`src/rtl/prop_sequencer.sv`:
```
// prop_sequencer
//   Sequences forward strobes over a stack of layers, optionally followed by
//   backward strobes in reverse order. It drives the shared oscillator line
//   and counts completed passes.
//
// Ports
//   clk_in, rst_in      : rising-edge clock, synchronous active-high reset
//   start_in, train_in  : request a pass; train_in=1 adds the backward sweep
//   abort_in            : drop the current pass and return to idle
//   ready_out/busy_out  : idle / not idle
//   fd_prop_out         : one-hot forward strobe per layer (or zero)
//   bk_prop_out         : one-hot backward strobe per layer (or zero)
//   oscillator_out      : toggles once per completed pass
//   phase_out           : 0 idle, 1 forward, 2 backward, 3 done
//   done_out            : one-cycle pulse when a pass completes
//   sample_count_out    : completed-pass counter (wraps)
module prop_sequencer #(
    parameter int NUM_LAYERS    = 4,
    parameter int SETTLE_CYCLES = 0,
    parameter int COUNT_W       = 16
) (
    input  logic                  clk_in,
    input  logic                  rst_in,
    input  logic                  start_in,
    input  logic                  train_in,
    input  logic                  abort_in,
    output logic                  ready_out,
    output logic                  busy_out,
    output logic [NUM_LAYERS-1:0] fd_prop_out,
    output logic [NUM_LAYERS-1:0] bk_prop_out,
    output logic                  oscillator_out,
    output logic [1:0]            phase_out,
    output logic                  done_out,
    output logic [COUNT_W-1:0]    sample_count_out
);

    localparam int LW = (NUM_LAYERS > 1) ? $clog2(NUM_LAYERS) : 1;
    localparam int SW = (SETTLE_CYCLES > 1) ? $clog2(SETTLE_CYCLES) : 1;
    localparam logic [LW-1:0] LAST_LAYER  = LW'(NUM_LAYERS - 1);
    localparam logic [SW-1:0] SETTLE_LAST = SW'((SETTLE_CYCLES > 0) ? SETTLE_CYCLES - 1 : 0);

    typedef enum logic [2:0] {
        S_IDLE,
        S_FWD,
        S_FWD_WAIT,
        S_BWD,
        S_BWD_WAIT,
        S_DONE
    } state_t;

    state_t              r_state;
    logic   [LW-1:0]     r_layer;
    logic   [SW-1:0]     r_settle;
    logic                r_train;
    logic                r_osc;
    logic   [COUNT_W-1:0] r_count;

    state_t              w_state_nxt;
    logic   [LW-1:0]     w_layer_nxt;
    logic   [SW-1:0]     w_settle_nxt;
    logic                w_train_nxt;
    logic                w_fwd_adv;
    logic                w_bwd_adv;
    logic [NUM_LAYERS-1:0] w_onehot;

    always_ff @(posedge clk_in) begin
        if (rst_in) begin
            r_state  <= S_IDLE;
            r_layer  <= '0;
            r_settle <= '0;
            r_train  <= 1'b0;
            r_osc    <= 1'b0;
            r_count  <= '0;
        end else begin
            r_state  <= w_state_nxt;
            r_layer  <= w_layer_nxt;
            r_settle <= w_settle_nxt;
            r_train  <= w_train_nxt;
            // The DONE cycle has already been presented, so it is counted
            // even if abort arrives in that same cycle.
            if (r_state == S_DONE) begin
                r_count <= r_count + COUNT_W'(1);
                r_osc   <= ~r_osc;
            end
        end
    end

    always_comb begin
        w_state_nxt  = r_state;
        w_layer_nxt  = r_layer;
        w_settle_nxt = r_settle;
        w_train_nxt  = r_train;
        w_fwd_adv    = 1'b0;
        w_bwd_adv    = 1'b0;

        case (r_state)
            S_IDLE: begin
                if (start_in && !abort_in) begin
                    w_train_nxt  = train_in;
                    w_layer_nxt  = '0;
                    w_settle_nxt = '0;
                    w_state_nxt  = S_FWD;
                end
            end
            S_FWD: begin
                if (SETTLE_CYCLES > 0) begin
                    w_settle_nxt = '0;
                    w_state_nxt  = S_FWD_WAIT;
                end else begin
                    w_fwd_adv = 1'b1;
                end
            end
            S_FWD_WAIT: begin
                if (r_settle == SETTLE_LAST) w_fwd_adv = 1'b1;
                else w_settle_nxt = r_settle + SW'(1);
            end
            S_BWD: begin
                if (SETTLE_CYCLES > 0) begin
                    w_settle_nxt = '0;
                    w_state_nxt  = S_BWD_WAIT;
                end else begin
                    w_bwd_adv = 1'b1;
                end
            end
            S_BWD_WAIT: begin
                if (r_settle == SETTLE_LAST) w_bwd_adv = 1'b1;
                else w_settle_nxt = r_settle + SW'(1);
            end
            S_DONE: begin
                w_state_nxt = S_IDLE;
            end
            default: begin
                w_state_nxt = S_IDLE;
            end
        endcase

        // Layer stepping is shared by the strobe state (no settle) and the
        // last settle cycle, so it is resolved once here.
        if (w_fwd_adv) begin
            if (r_layer != LAST_LAYER) begin
                w_layer_nxt = r_layer + LW'(1);
                w_state_nxt = S_FWD;
            end else if (r_train) begin
                w_layer_nxt = LAST_LAYER;
                w_state_nxt = S_BWD;
            end else begin
                w_state_nxt = S_DONE;
            end
        end

        if (w_bwd_adv) begin
            if (r_layer != '0) begin
                w_layer_nxt = r_layer - LW'(1);
                w_state_nxt = S_BWD;
            end else begin
                w_state_nxt = S_DONE;
            end
        end

        if (abort_in && (r_state != S_IDLE)) begin
            w_state_nxt = S_IDLE;
            w_layer_nxt = '0;
        end
    end

    always_comb begin
        w_onehot         = NUM_LAYERS'(1) << r_layer;
        ready_out        = (r_state == S_IDLE);
        busy_out         = (r_state != S_IDLE);
        done_out         = (r_state == S_DONE);
        fd_prop_out      = (r_state == S_FWD) ? w_onehot : '0;
        bk_prop_out      = (r_state == S_BWD) ? w_onehot : '0;
        oscillator_out   = r_osc;
        sample_count_out = r_count;
        case (r_state)
            S_FWD, S_FWD_WAIT: phase_out = 2'd1;
            S_BWD, S_BWD_WAIT: phase_out = 2'd2;
            S_DONE:            phase_out = 2'd3;
            default:           phase_out = 2'd0;
        endcase
    end

endmodule

```
`config.mk`:
```
export PLATFORM = sky130hd
export DESIGN_NAME = prop_sequencer
export DESIGN_NICKNAME = d
export VERILOG_FILES = /design/src/rtl/prop_sequencer.sv
export SDC_FILE = /design/constraint.sdc
export NUM_CORES = 1
export LEC_CHECK = 0
export ABC_AREA = 1
export ABC_CLOCK_PERIOD_IN_PS = 1690
export BUFFER_PORTS_ARGS = -buffer_cell sky130_fd_sc_hd__buf_4
export CAP_MARGIN = 10
export CELL_PAD_IN_SITES_DETAIL_PLACEMENT = 0
export CELL_PAD_IN_SITES_GLOBAL_PLACEMENT = 1
export CORE_MARGIN = 3
export CORE_UTILIZATION = 35
export CTS_CLUSTER_DIAMETER = 100
export DETAILED_ROUTE_END_ITERATION = 12
export PLACE_DENSITY = 0.88
export SETUP_SLACK_MARGIN = 0.02
export SLEW_MARGIN = 20
export SYNTH_ARGS = -nofsm -noshare
export SYNTH_HDL_FRONTEND = slang
export SYNTH_SLANG_ARGS = --single-unit
```
`constraint.sdc`:
```
create_clock -name clk_in -period 1.69 [get_ports clk_in]
set_input_delay 0.0845 -clock clk_in [delete_from_list [all_inputs] [get_ports clk_in]]
set_output_delay 0.0845 -clock clk_in [all_outputs]
set_load 0.05 [all_outputs]
```
==> flow_metrics.py, run 1 <==
metrics = {
    "finish": {
        "drive_gt1_frac": 0.2271,
        "area_growth_pct": 26.67,
        "antenna_cells": 0,
        "fin_cells": 275,
        "nNetsFinal": 240,
    },
    "grt": {
        "grt_overflow": 0,
        "grt_max_degree": 14,
        "grt_pass1_vias": 1156,
        "antenna_found_initial": 0,
        "track_usage": 0.1428,
        "grt_pass1_wl_mm": 4.961,
    },
    "synthesis": {
        "synth_top_family_by_area": "simple AND/OR/NAND/NOR gates",
        "synth_cell_types": 26,
        "yosysSeqAreaShare": 0.3608,
        "synth_area_leaders": "dfxtp_1 36%, nand2_1 13%, nor2_1 10%, inv_1 7.9%, a21oi_1 5.1%",
        "ys.warnings.count": 0,
        "synth-simple-area-share": 0.3784,
        "synthXorXnorAreaFrac": 0.02059,
        "synthAdderAreaFrac": 0.04902,
        "synthCells": 192,
        "syn_nets": 202,
        "yosysTopAreaCell": "dfxtp_1",
        "netlist_area_um2": 1276,
        "syn_avg_cell_area_um2": 6.647,
        "ys_ff_latch": 23,
        "synth.top_cell.area_share": 0.3608,
        "muxShareOfSynthArea": 0,
        "synth_compound_area_frac": 0.09314,
    },
    "timing": {
        "setup-violations-final": 0,
        "fin_crit_ps": 1560,
        "slew_headroom": 0.7499,
        "tightest_slew_ps": 373.8,
        "worst_clock_skew_ps": 8.039,
        "finalHoldViolations": 0,
        "period_share": 0.9233,
        "drv_slew": 0,
        "max_freq_mhz": 640.9,
        "rsz0062_at_grt": "false",
        "fin_setup_tns_ps": 0,
    },
    "power_and_ir_drop": {
        "p_leak_nw": 0.7511,
        "vdd_ir_drop_max_v": 0.0003972,
        "p_per_area_nw_per_um2": 583.6,
    },
    "worst_setup_path": {
        "cp_top_family": "buffers and inverters",
        "ff2ff_path_depth": 6,
        "cp_num_buf_inv": 3,
        "path_common_cell": "nand2_1",
        "worst_path_max_delay_cell": "dfxtp_1",
        "path_class": "register to primary output",
        "r2r_end": "sample_count_out[12]",
        "crit_fanout": 5,
        "slowest_delay_ps": 390,
        "start_kind": "register",
        "reg2reg_slack_ps": 310,
        "required_ps": 1610,
        "path_cells": "inv_2 -> nand2_1 -> nor2_2 -> inv_1 -> nand2_1 -> buf_4",
        "worstSetupEndpointType": "primary output",
        "arrival_ps": 1480,
        "rr_startpoint": "sample_count_out[0]",
    },
    "hold_path": {
        "hold_class": "input pin to register",
        "hp-start": "rst_in",
        "worstHoldEndpoint": "sample_count_out[1]",
        "hold_depth": 2,
    },
    "floorplan": {
        "chipHeight_um": 66.39,
        "die_area_um2": 4407,
        "rows": 21,
        "coreArea_um2": 3416,
        "die_width_um": 66.39,
        "pin_count": 35,
        "start_util": 0.3736,
    },
    "clock_tree": {
        "cts_max_level": 1,
        "ctsLongestPathBuffers": 2,
        "numCtsBuffers": 3,
        "clock_sinks": 23,
        "clk_pin_slew_worst_paths_ps": 130,
        "clock-root-buffer": "clkbuf_4",
        "cts_tree": "yes",
        "clk_latency_ps": 310,
    },
    "flow_run": {
        "max-cap-violations": 0,
    },
    "detailed_routing": {
        "drt-initial-drc-count": 47,
        "drc_errors": 0,
        "dr.pass1.iters": 4,
        "wl_per_cell_um": 10.40,
        "ant_nets": 0,
        "viasPerCell": 4.520,
        "vias": 1243,
        "finalWirelength_mm": 2.861,
    },
    "outcome": {
        "outcome": "completed",
    },
    "placement": {
        "portBuffers": 34,
        "gp_congestion": 0.7658,
        "place_inst": 271,
        "dp_hpwl_mm": 2.278,
    },
}
per-stage QoR:
stage | worst slack (ps) | util | power, mW | area (um2) | hold slack [ps]
final | 129.6 | 0.4733 | 0.9433 | 1617 | 20.73
after global routing | 43.56 | 0.4733 | 0.9898 | 1617 | 5.006
after CTS | 115.7 | 0.4729 | 0.9504 | 1615 | 11.70
after detailed placement | 323.2 | 0.4648 | 0.6957 | 1588 | 355.0
after global placement | 309.1 | 0.4648 | 0.6963 | 1588 | 354.2
after floorplan | 95.80 | - | 0.6598 | 1276 | 252.0
repair_timing:
item	in CTS	in global routing
endpoints found under the setup margin	0	1
gates resized for setup	0	1
hold buffers	0	0
buffers inserted	0	0
endpoints found under the hold margin	0	0
area by class of cell:
class                   count  area (um2)
clock buffers               3       22.52
clock inverters             1       5.005
fillers                   372        1799
inverters                  31       116.4
multi-input cells         136       690.7
flip-flops and latches     23       461.7
well taps                  46       57.56
repair buffers             35       262.8
logic make-up after synthesis:
kind of cell	count (synthesis)
AOI/OAI and AO/OA	22
xor gates and xnor gates	3
adders and majority gates	5
buffers and inverters	33
DFF	23
and+or+nand+nor	106
layer usage:
metal	vias up	track usage	routed length, um	share of wire
met1	541	0.1890	1428	0.50
li1	677	-	-	-
met2	25	0.2330	1296	0.45
met5	-	0	0	0
met3	0	0.03571	136	0.048
met4	0	0.03046	0	0
sequential cells by signal, indices dropped and copies added (netlist names):
signal,count
oscillator_out,1
r_layer,2
r_state,3
r_train,1
sample_count_out,16
worst register-to-register path: stages (launching register included):
cell and delay (ps):
dfxtp_1 410, ha_1 190, nand4_2 170, nor2_4 210
nand2_1 90, o21ai_0 180, nor2_1 50
Yosys cell counts (all sizes together):
library cell / count
a211oi: 1
a21oi: 13
buf: 1
clkbuf: 1
clkinv: 1
dfxtp: 23
ha: 5
inv: 30
nand2: 46
nand3: 13
nand4: 6
nor2: 38
nor3: 1
nor3b: 1
o211ai: 1
o21ai: 5
o21bai: 1
o22ai: 1
or2: 1
xor2: 3
where the power goes:
part	switching [mW]	leakage [nW]	internal (mW)
logic	0.0849	0.547	0.0392
clock network	0.172	0.0177	0.0885
registers	0.00979	0.186	0.549
total	0.266	0.751	0.677
cells in the final DEF, fill, tap and decap left out, types with 3 or more instances in the layout:
| master | synthesis | layout |
|---|---|---|
| o21ai_0 | 5 | 5 |
| nand3_1 | 12 | 12 |
| ha_1 | 5 | 5 |
| dfxtp_1 | 23 | 22 |
| xor2_1 | 3 | 3 |
| a21oi_1 | 13 | 13 |
| nand4_1 | 5 | 5 |
| buf_4 | 0 | 35 |
| clkbuf_4 | 0 | 3 |
| nand2_1 | 45 | 45 |
| inv_2 | 3 | 3 |
| nor2_1 | 34 | 34 |
| inv_1 | 27 | 27 |
worst max-delay path by stage:
stage / cells after the start / slack, ps / end / from
floorplan: 6 / 100 / sample_count_out[10] / sample_count_out[0]
finish: 6 / 130 / phase_out[0] / r_state[2]
CTS: 5 / 120 / phase_out[0] / r_state[0]
global route: 6 / 40 / phase_out[0] / r_state[2]
detailed placement: 7 / 320 / r_layer[1] / r_layer[0]
global placement: 6 / 310 / sample_count_out[12] / sample_count_out[1]
Power figures use the tool's default switching activity.
==> run 2, diff against run 1 <==
PLACE_DENSITY = 0.79   (was 0.88)
SLEW_MARGIN = not set   (was 20)
==> flow_metrics.py, run 2 (synthesis gave the netlist of run 1 again) <==
metrics = {
    "outcome": {
        "outcome": "completed",
    },
    "timing": {
        "fin_setup_tns_ps": 0,
        "tightest_slew_ps": 344.7,
        "period_share": 0.9037,
        "fin_crit_ps": 1527,
        "max_freq_mhz": 654.8,
        "rsz0062_at_grt": "false",
        "timing.hold.ws_ps": 42.87,
        "drv_slew": 0,
        "finalHoldViolations": 0,
        "slew_headroom": 0.7693,
        "setup-violations-final": 0,
        "worst_clock_skew_ps": 3.238,
    },
    "finish": {
        "fin_cells": 275,
        "drive_gt1_frac": 0.2227,
        "fin_util": 0.4755,
        "nNetsFinal": 240,
        "antenna_cells": 0,
        "layout_common_cells": "45 x nand2_1, 34 x nor2_1, 34 x buf_4",
        "layout_commonest_cell": "nand2_1",
        "largest_reg_flops": 16,
        "area_growth_pct": 27.26,
    },
    "detailed_routing": {
        "drc_errors": 0,
        "drt-initial-drc-count": 56,
        "vias": 1264,
        "dr.pass1.iters": 4,
        "wl_per_cell_um": 10.61,
        "viasPerCell": 4.596,
        "ant_nets": 0,
        "finalWirelength_mm": 2.918,
    },
    "floorplan": {
        "chipHeight_um": 66.39,
        "coreArea_um2": 3416,
        "start_util": 0.3736,
        "rows": 21,
        "die_area_um2": 4407,
        "die_width_um": 66.39,
        "pin_count": 35,
    },
    "clock_tree": {
        "ctsLongestPathBuffers": 2,
        "numCtsBuffers": 3,
        "clock-root-buffer": "clkbuf_4",
        "cts_tree": "yes",
        "cts_setup_buffers": 0,
        "cts_max_level": 1,
        "clk_latency_ps": 310,
        "clk_pin_slew_worst_paths_ps": 130,
        "clock_sinks": 23,
    },
    "hold_path": {
        "hp-start": "train_in",
        "hold_class": "input pin to register",
    },
    "placement": {
        "place_inst": 270,
        "dp_hpwl_mm": 2.304,
        "portBuffers": 34,
        "gp_congestion": 0.8794,
    },
    "grt": {
        "antenna_found_initial": 0,
        "grt_pass1_vias": 1196,
        "grt_max_degree": 14,
        "grt_pass1_wl_mm": 5.112,
        "grt_overflow": 0,
        "track_usage": 0.1480,
    },
    "worst_setup_path": {
        "path_class": "register to primary output",
        "worstSetupEndpointType": "primary output",
        "arrival_ps": 1440,
        "critPathLaunch": "r_state[2]",
        "rr_startpoint": "sample_count_out[0]",
        "start_kind": "register",
        "worst_path_max_delay_cell": "dfxtp_1",
        "crit_fanout": 5,
        "path_common_cell": "nand2_1",
        "slowest_delay_ps": 390,
        "required_ps": 1610,
        "path_cells": "inv_2 -> nand2_1 -> nor2_4 -> inv_1 -> nand2_1 -> buf_4",
        "reg2reg_slack_ps": 290,
    },
    "power_and_ir_drop": {
        "p_leak_nw": 0.7505,
        "p_per_area_nw_per_um2": 581.1,
        "finalPower_uw": 943.7,
        "vdd_ir_drop_max_v": 0.0003400,
    },
    "flow_run": {
        "max-cap-violations": 0,
    },
}
-- run 2: metal layers --
metal,global-route usage,wire [um]
met2,0.2454,1366
met5,0,0
met1,0.1895,1407
met4,0.04569,17
met3,0.03231,127
-- run 2: path summary, 6_finish.rpt --
kind / endpoint / depth (start not counted)
min: r_train / 3
min reg2reg: sample_count_out[9] / 2
max: phase_out[0] / 6
max reg2reg: sample_count_out[12] / 6
-- run 2: repair_timing --
item,in CTS,in global routing
hold buffers,0,1
gates resized for setup,0,2
setup endpoints to repair,0,1
endpoints found under the hold margin,0,1
-- run 2: power breakdown --
| part | internal (mW) | switching [mW] | leakage [nW] |
|---|---|---|---|
| clock | 0.0884 | 0.167 | 0.0177 |
| sequential | 0.549 | 0.00973 | 0.186 |
| combinational | 0.0423 | 0.0867 | 0.547 |
| total | 0.680 | 0.264 | 0.751 |
-- run 2: metrics by stage --
| step | area (um2) | setup WS [ps] |
|---|---|---|
| after floorplan | 1276 | 95.80 |
| after global placement | 1580 | 308.8 |
| after detailed placement | 1580 | 299.8 |
| after CTS | 1608 | 109.4 |
| after global routing | 1624 | 46.29 |
| final | 1624 | 162.8 |
-- run 2: critical path: cells and delay by family (launching register included) --
kind | cells | cell delay [ps]
flip-flops | 1 | 390
AND/OR/NAND/NOR | 3 | 370
buffers and inverters | 3 | 380
-- run 2: final cells by class --
type	instances	area (um2)
Inverter	31	116.4
Fill cell	372	1792
Multi-Input combinational cell	136	695.7
Sequential cell	23	461.7
Timing Repair Buffer	35	265.3
Clock buffer	3	22.52
Clock inverter	1	5.005
Tap cell	46	57.56
